[config.mk]
export PLATFORM = sky130hd
export DESIGN_NAME = alu_seq
export DESIGN_NICKNAME = d
export VERILOG_FILES = /design/src/rtl/alu_seq_pkg.sv /design/src/rtl/alu_seq_slicer.sv /design/src/rtl/alu_seq.sv
export SDC_FILE = /design/constraint.sdc
export NUM_CORES = 1
export LEC_CHECK = 0
export ABC_CLOCK_PERIOD_IN_PS = 4400
export CORE_MARGIN = 1.5
export CORE_UTILIZATION = 39
export DETAILED_ROUTE_END_ITERATION = 8
export GPL_ROUTABILITY_DRIVEN = 0
export PLACE_DENSITY_LB_ADDON = 0.3
export SLEW_MARGIN = 10
export SYNTH_ARGS = -nofsm -noshare
export SYNTH_HDL_FRONTEND = slang
export SYNTH_SLANG_ARGS = --single-unit
[constraint.sdc]
create_clock -name clk -period 4.4 [get_ports clk]
set_input_delay 0.66 -clock clk [delete_from_list [all_inputs] [get_ports clk]]
set_output_delay 0.66 -clock clk [all_outputs]
set_load 0.02 [all_outputs]
[src/rtl/alu_seq_pkg.sv]
// Shared types and constants for the multi-byte ALU sequencer: FSM states,
// the op/mode encodings the CPU uses for wide ADD/SUB/XOR, and operand-width checks.
package alu_seq_pkg;

    typedef enum logic [1:0] {
        ST_IDLE = 2'd0,
        ST_EXEC = 2'd1,
        ST_RESP = 2'd2
    } state_e;

    localparam logic [3:0] OP_ADD   = 4'b1001;
    localparam logic       MODE_ADD = 1'b0;
    localparam logic [3:0] OP_SUB   = 4'b0110;
    localparam logic       MODE_SUB = 1'b0;
    localparam logic [3:0] OP_XOR   = 4'b0110;
    localparam logic       MODE_XOR = 1'b1;

    localparam int NBYTES_MIN = 1;
    localparam int NBYTES_MAX = 4;

    function automatic bit nbytes_legal(input int n);
        return (n >= NBYTES_MIN) && (n <= NBYTES_MAX);
    endfunction

    // Byte index needs at least one bit even for single-byte operands.
    function automatic int idx_width(input int n);
        return (n > 1) ? $clog2(n) : 1;
    endfunction

endpackage

[src/rtl/alu_seq_slicer.sv]
// Operand latch, byte selection by index and result byte assembly.
// Latency: operands usable the cycle after load; result byte visible the cycle after cap.
// Backpressure: none; load/cap are qualified by the owning FSM.
module alu_seq_slicer
    import alu_seq_pkg::*;
#(
    parameter  int NBYTES = 2,
    localparam int W      = 8 * NBYTES,
    localparam int IW     = idx_width(NBYTES)
) (
    input  logic          clk,
    input  logic          arst_n,
    input  logic          load,
    input  logic [W-1:0]  a_in,
    input  logic [W-1:0]  b_in,
    input  logic          cap,
    input  logic [IW-1:0] idx,
    input  logic [7:0]    res_byte,
    output logic [7:0]    a_byte,
    output logic [7:0]    b_byte,
    output logic [W-1:0]  result
);

    logic [W-1:0] a_q, a_d;
    logic [W-1:0] b_q, b_d;
    logic [7:0]   res_q [NBYTES];
    logic [7:0]   res_d [NBYTES];
    logic [7:0]   a_bytes [NBYTES];
    logic [7:0]   b_bytes [NBYTES];

    always_comb begin
        a_d   = a_q;
        b_d   = b_q;
        res_d = res_q;
        if (load) begin
            a_d = a_in;
            b_d = b_in;
        end
        if (cap) begin
            res_d[idx] = res_byte;
        end
    end

    always_ff @(posedge clk or negedge arst_n) begin
        if (!arst_n) begin
            a_q   <= '0;
            b_q   <= '0;
            res_q <= '{default: '0};
        end else begin
            a_q   <= a_d;
            b_q   <= b_d;
            res_q <= res_d;
        end
    end

    for (genvar g = 0; g < NBYTES; g++) begin : g_bytes
        assign a_bytes[g]         = a_q[8*g +: 8];
        assign b_bytes[g]         = b_q[8*g +: 8];
        assign result[8*g +: 8]   = res_q[g];
    end

    assign a_byte = a_bytes[idx];
    assign b_byte = b_bytes[idx];

endmodule

[src/rtl/alu_seq.sv]
// Sequences one NBYTES-wide op through an external 8-bit ALU, LSB first, chaining carry.
// Latency: rsp_valid NBYTES+1 cycles after accept; optional ALU_SEQ_PIPE_EN overlaps response and next accept.
// Backpressure: req_ready low while busy; response held stable until rsp_ready.
module alu_seq
    import alu_seq_pkg::*;
#(
    parameter  int NBYTES = 2,
    localparam int W      = 8 * NBYTES
) (
    input  logic         clk,
    input  logic         arst_n,
    input  logic         req_valid,
    output logic         req_ready,
    input  logic [3:0]   req_op,
    input  logic         req_mode,
    input  logic         req_cin,
    input  logic [W-1:0] req_a,
    input  logic [W-1:0] req_b,
    output logic         rsp_valid,
    input  logic         rsp_ready,
    output logic [W-1:0] rsp_result,
    output logic         rsp_carry,
    output logic         rsp_zero,
    output logic         rsp_neg,
    output logic [7:0]   alu_a,
    output logic [7:0]   alu_b,
    output logic [3:0]   alu_op,
    output logic         alu_mode,
    output logic         alu_cf_in,
    input  logic [7:0]   alu_out,
    input  logic         alu_cf_out
);

    localparam int            IW   = idx_width(NBYTES);
    localparam logic [IW-1:0] LAST = IW'(NBYTES - 1);

    if (!nbytes_legal(NBYTES)) begin : g_bad_nbytes
        $error("alu_seq: NBYTES must be in 1..4");
    end

    state_e        state_q, state_d;
    logic [IW-1:0] idx_q, idx_d;
    logic [3:0]    op_q, op_d;
    logic          mode_q, mode_d;
    logic          cin_q, cin_d;
    logic          carry_q, carry_d;
    logic          zero_q, zero_d;
    logic          neg_q, neg_d;
    logic          accept;
    logic          in_exec;
    logic [7:0]    a_byte, b_byte;

    assign in_exec = (state_q == ST_EXEC);

    always_comb begin
        state_d   = state_q;
        idx_d     = idx_q;
        op_d      = op_q;
        mode_d    = mode_q;
        cin_d     = cin_q;
        carry_d   = carry_q;
        zero_d    = zero_q;
        neg_d     = neg_q;
        req_ready = 1'b0;
        alu_a     = 8'd0;
        alu_b     = 8'd0;
        alu_op    = 4'd0;
        alu_mode  = 1'b0;
        alu_cf_in = 1'b0;

        case (state_q)
            ST_IDLE: begin
                req_ready = 1'b1;
                if (req_valid) begin
                    state_d = ST_EXEC;
                    idx_d   = '0;
                end
            end
            ST_EXEC: begin
                alu_a    = a_byte;
                alu_b    = b_byte;
                alu_op   = op_q;
                alu_mode = mode_q;
                // Logic ops never see or report a carry.
                alu_cf_in = mode_q ? 1'b0 : ((idx_q == '0) ? cin_q : carry_q);
                carry_d   = alu_cf_out & ~mode_q;
                zero_d    = ((idx_q == '0) ? 1'b1 : zero_q) & (alu_out == 8'd0);
                neg_d     = alu_out[7];
                if (idx_q == LAST) begin
                    state_d = ST_RESP;
                    idx_d   = '0;
                end else begin
                    idx_d = idx_q + 1'b1;
                end
            end
            ST_RESP: begin
`ifdef ALU_SEQ_PIPE_EN
                req_ready = rsp_ready;
                if (rsp_ready) begin
                    state_d = req_valid ? ST_EXEC : ST_IDLE;
                    idx_d   = '0;
                end
`else
                if (rsp_ready) begin
                    state_d = ST_IDLE;
                end
`endif
            end
            default: begin
                state_d = ST_IDLE;
            end
        endcase

        accept = req_valid && req_ready;
        if (accept) begin
            op_d   = req_op;
            mode_d = req_mode;
            cin_d  = req_cin;
        end
    end

    always_ff @(posedge clk or negedge arst_n) begin
        if (!arst_n) begin
            state_q <= ST_IDLE;
            idx_q   <= '0;
            op_q    <= 4'd0;
            mode_q  <= 1'b0;
            cin_q   <= 1'b0;
            carry_q <= 1'b0;
            zero_q  <= 1'b0;
            neg_q   <= 1'b0;
        end else begin
            state_q <= state_d;
            idx_q   <= idx_d;
            op_q    <= op_d;
            mode_q  <= mode_d;
            cin_q   <= cin_d;
            carry_q <= carry_d;
            zero_q  <= zero_d;
            neg_q   <= neg_d;
        end
    end

    alu_seq_slicer #(
        .NBYTES (NBYTES)
    ) u_slicer (
        .clk      (clk),
        .arst_n   (arst_n),
        .load     (accept),
        .a_in     (req_a),
        .b_in     (req_b),
        .cap      (in_exec),
        .idx      (idx_q),
        .res_byte (alu_out),
        .a_byte   (a_byte),
        .b_byte   (b_byte),
        .result   (rsp_result)
    );

    assign rsp_valid = (state_q == ST_RESP);
    assign rsp_carry = carry_q;
    assign rsp_zero  = zero_q;
    assign rsp_neg   = neg_q;

endmodule

# Word-level counts from Yosys, hierarchy flattened
# Cells that the tools add are included.
dict set report totals {
  regBits 60
  elab_cells 56
}
dict set report classes {
  n_addsub 1
  n_lt_le_gt_ge 2
  n_eq_ne 5
  mux 25
  n_bitwise 4
  n_reduce_logical 7
}
# op n
set ops {}
lappend ops {{$mux 8} 9}
lappend ops {{$bwmux 16} 1}
lappend ops {{$demux 8 s1} 1}
lappend ops {{$logic_not 8->1} 1}
lappend ops {{$mux 1} 8}
lappend ops {{$mux 2} 3}
lappend ops {{$pmux 2 s3} 1}
lappend ops {{$mux 4} 1}
lappend ops {{$ne 2x2->1 const B} 2}
lappend ops {{$reduce_and 3->1} 1}
lappend ops {{$and 1x1->1} 2}
lappend ops {{$eq 2x1->1 const B} 1}
lappend ops {{$eq 2x2->1 const B} 1}
lappend ops {{$ge 2x2->1 const B} 1}
lappend ops {{$logic_and 1x1->1} 2}
lappend ops {{$logic_not 2->1} 1}
lappend ops {{$lt 2x1->1 const B} 1}
lappend ops {{$ne 2x1->1 const B} 1}
lappend ops {{$not 1->2} 1}
lappend ops {{$pmux 1 s2} 1}
lappend ops {{$reduce_and 2->1} 1}
lappend ops {{$reduce_bool 2->1} 1}
lappend ops {{$add 1x1->1 const B} 1}
lappend ops {{$not 1->1} 1}

# Longest topological paths before layout
dict set report depth {
  ltp_word 6
  depth_mapped 5
  depth_no_buf 3
}

# Hierarchy
# A second synthesis with hierarchy kept.
dict set report unflattened {
  hier_cells 186
  hier_area_um2 2725.1
}
# mod instances cells_each area_per_inst_um2 seq_area_each_um2
set by_module_without_submodules {}
lappend by_module_without_submodules {alu_seq_slicer 1 121 2047.0 1201.2}
lappend by_module_without_submodules {alu_seq 1 65 678.2 300.3}

# Least setup slack after synthesis
# No wires, ideal clock.
dict set report synth_timing {
  kind {reg-to-output}
  start {reg state_q[1]}
  end {out alu_a[6]}
  arrival_ns 1.292
  t_required_ns 3.740
  setup_slack_ns 2.448
  path_stages_with_launch 5
  n_path_buf 1
  cell_sequence {dfrtp_1 nand2b_2 nor2_4 buf_2 a22o_1}
}
dict set report synth_via {
  elab_chain_len 2
}
# item line
set synth_rtl {}
lappend synth_rtl {{from (decl)} alu_seq.sv:41} ;# state_e state_q, state_d;
lappend synth_rtl {{from (signal assigned)} alu_seq.sv:133} ;# state_q <= state_d;
lappend synth_rtl {{$eq 2x1->1} alu_seq.sv:71} ;# case (state_q)
lappend synth_rtl {{$mux 8} alu_seq.sv:71}
lappend synth_rtl {{to (decl)} alu_seq.sv:25} ;# output logic [7:0] alu_a,
# No other way between the ends.

# Worst setup path in the final report
dict set report layout_timing {
  start {reg state_q[0]}
  end {out alu_a[5]}
}
# Same word-level chain as after synthesis.

==> results_dict.tcl <==
set metrics [dict create \
    result_of_the_run "complete, but fails checks" \
    failed_checks "DRC" \
    utilization_pct 59.6 \
    skew_ns 0.00431 \
    regToRegSetupSlack_ns 2.15 \
    synth_nets 220 \
    placement.cell_area_sq_um 3620 \
    antenna_left 0 \
    grt_setup_unrepaired "no" \
    cts.repair.resized 0 \
    max_cap_violations 0 \
    setup-violations-final 0 \
    fp.dieArea_sq_um 7330 \
    synth_enable_flop_cells 0 \
    yosysUniqueCellTypes 24 \
    final_period_minus_worst_setup_slack_ns 3.22 \
    initial_core_util_pct 41.2 \
    post_synth_and_or_nand_nor_area_fraction_pct 5.45 \
    floorplan.die.width_microns 85.6 \
    finalHoldViolations 0 \
    timing.final.max_slew_violations 0 \
    clk_pin_slew_ns 0.07 \
    worst-setup-path-type "reg2out" \
    postSynth.topFlopCell "dfrtp_1" \
    synth.cell_area_sq_um 2660 \
    synth_compound_area_share_pct 6.16 \
    leakage_nw 1.67 \
    reg2reg_from "state_q[1]$_DFFE_PN0P_" \
    startpoint_type "register" \
    hold_class "in2async" \
    arrival_ns 2.56 \
    i_o_pins 94 \
    grt_start_max_net_pins 61 \
    dr.pass1.iters 6 \
    post_synth_mux_area_share_pct 28.6 \
    grt_overflow 0 \
    async_flop_share_pct 100 \
    number_of_buffers_inserted_to_repair_setup_after_cts 0 \
    seq_area_sq_um 1500 \
    filler_cell_count 516 \
    cts_hold_buf 0 \
    drc_errors 4 \
    hpwl_microns 3880 \
    wire_per_inst_microns 16.1 \
    critPathLaunch "state_q[0]$_DFFE_PN0P_" \
    max_clock_freq_ghz 0.311 \
    cts_buffers 9 \
    most_numerous_cell_in_the_yosys_netlist "dfrtp_1" \
    cts_tree "built" \
    placedCellCount 332 \
    antenna_found_initial 0 \
    clock_insertion_delay_worst_skew_ns 0.33 \
    multi_input_area_sq_um 1070 \
    power.density_nw_per_um2 788 \
    layout.nets 317 \
    clock-sinks 60 \
    worst-slew-pin-transition_ns 0.868 \
    synth_sequential_area_ratio_pct 56.4 \
    cts.htree.levels 3 \
    floorplan.core_area_sq_um 6460 \
    layout_stage_area_growth_over_the_synthesis_result_pct 44.5 \
    dieHeight_microns 85.6 \
    number_of_global_route_vias_before_repair 1811 \
    maxSlewHeadroom_pct 42.1 \
    synth_top_family_by_area "multiplexers" \
    cell_at_the_root_of_the_clock_tree "clkbuf_8" \
    post_layout_nonfiller_instances 348 \
    insertedDiodeCount 0 \
    setup_total_negative_slack_ns 0 \
    synth_top_area_share_pct 56.4 \
    yosys-top-cells-area "dfrtp_1, mux2_4, mux2_2, a22o_1, buf_6" \
    final.period_utilization_pct 73.1 \
    ys_warn_count 0 \
    drt-initial-drc-count 52 \
    yosys.area_share.xor_xnor_pct 0 \
    yosys_register_bits 60 \
    port_buffers 93 \
    yosys-top-cells-count "dfrtp_1, mux2_4, a22o_1, mux2_2" \
    global_route_wire_length_before_repair_microns 8990 \
    regToRegEndpoint "u_slicer.b_q[5]$_DFFE_PN0P_" \
    finalInstanceArea_sq_um 3850 \
    clockBufferDepth 2 \
    drt-total-wl_microns 5610 \
    dr_total_vias 1723 \
    std_cell_rows 29 \
    track_usage_pct 16.2 \
    cp_max_fo 18 \
    worst_ir_drop_vdd_uv 314 \
    endpoint_class_of_the_critical_path "primary output" \
    layout-drive-gt1-share_pct 28.0 \
    drt-vias-per-instance 4.95 \
    yosysTopAreaCell "dfrtp_1" \
    syn-instance-count 169 \
    worst-r2r-cell-count 4 \
    timing.critical_path.required_ns 3.74 \
    post_synth.cell_area_avg_sq_um 15.7 \
    synth_adder_area_share_pct 0 \
]
[registers in the layout, summed over array words and instances, names as in the netlist]
name and count:
rsp_carry 1, state_q 2, cin_q 1, rsp_zero 1, idx_q 1, op_q 4, u_slicer.b_q 16, rsp_neg 1
u_slicer.a_q 16, mode_q 1, u_slicer.result 16
[per-layer routing]
| metal | routed length, microns | part of all wire (%) | vias to the layer above | GRT usage (%) |
|---|---|---|---|---|
| met5 | 0 | 0 | - | 0 |
| met1 | 2490 | 44 | 859 | 20.5 |
| li1 | - | - | 799 | - |
| met4 | 102 | 1.8 | 0 | 5.87 |
| met2 | 2650 | 47 | 55 | 25.6 |
| met3 | 372 | 6.6 | 10 | 5.97 |
[layout make-up]
cell class                      count  area share, %
Sequential cell                    60           39.0
Multi-Input combinational cell     98           27.8
Timing Repair Buffer               96           24.7
Clock buffer                       10           3.58
Tap cell                           77           2.50
Clock inverter                      6           2.28
Inverter                            1         0.0976
[stage by stage]
stage / hold slack, ns / power, W / setup slack (ns)
floorplan: 0.364 / 0.00194 / 2.45
global placement: 0.475 / 0.00248 / 1.58
detailed placement: 0.479 / 0.00250 / 1.50
CTS: 0.491 / 0.00307 / 1.12
global route: 0.507 / 0.00319 / 1.05
finish: 0.461 / 0.00303 / 1.18
[logic make-up (layout without fill, tap and decap cells)]
logic type      count (synthesis)  in the layout
mux                            55             55
compound gates                 19             19
simple gates                   24             24
flops                          60             60
buf+inv                        11            113
[placed cells by master (no fill, tap or decap), drive strengths merged, types with 2 or more instances in the layout]
cell type      instances
a22o                  16
and2                   7
buf                    4
bufinv                 2
clkbuf                10
clkdlybuf4s50         92
clkinvlp               3
dfrtp                 60
mux2                  54
nand2                  7
nor2                   2
nor2b                  2
nor4                   2
[report_power, final]
part           leakage, nW  switching [W]  internal (W)  total, W
logic                0.859       0.000621      0.000853   0.00147
clock network        0.105       0.000219      0.000333  0.000551
registers            0.709       0.000169      0.000834   0.00100
[worst max-delay path by stage]
| stage | to | cells after the start |
|---|---|---|
| after floorplan | alu_a[6] | 4 |
| after global routing | alu_a[5] | 4 |
| after global placement | alu_a[5] | 4 |
| final | alu_a[5] | 4 |
| after detailed placement | alu_a[5] | 4 |
| after CTS | alu_a[5] | 4 |
[worst max-delay path, stage by stage (launching register included)]
cell and delay (ns):
dfrtp_1 0.40, nor2b_4 0.26, and2_1 0.69, a22o_1 0.26, clkdlybuf4s50_1 0.61
(Power assumes the default switching activity.)
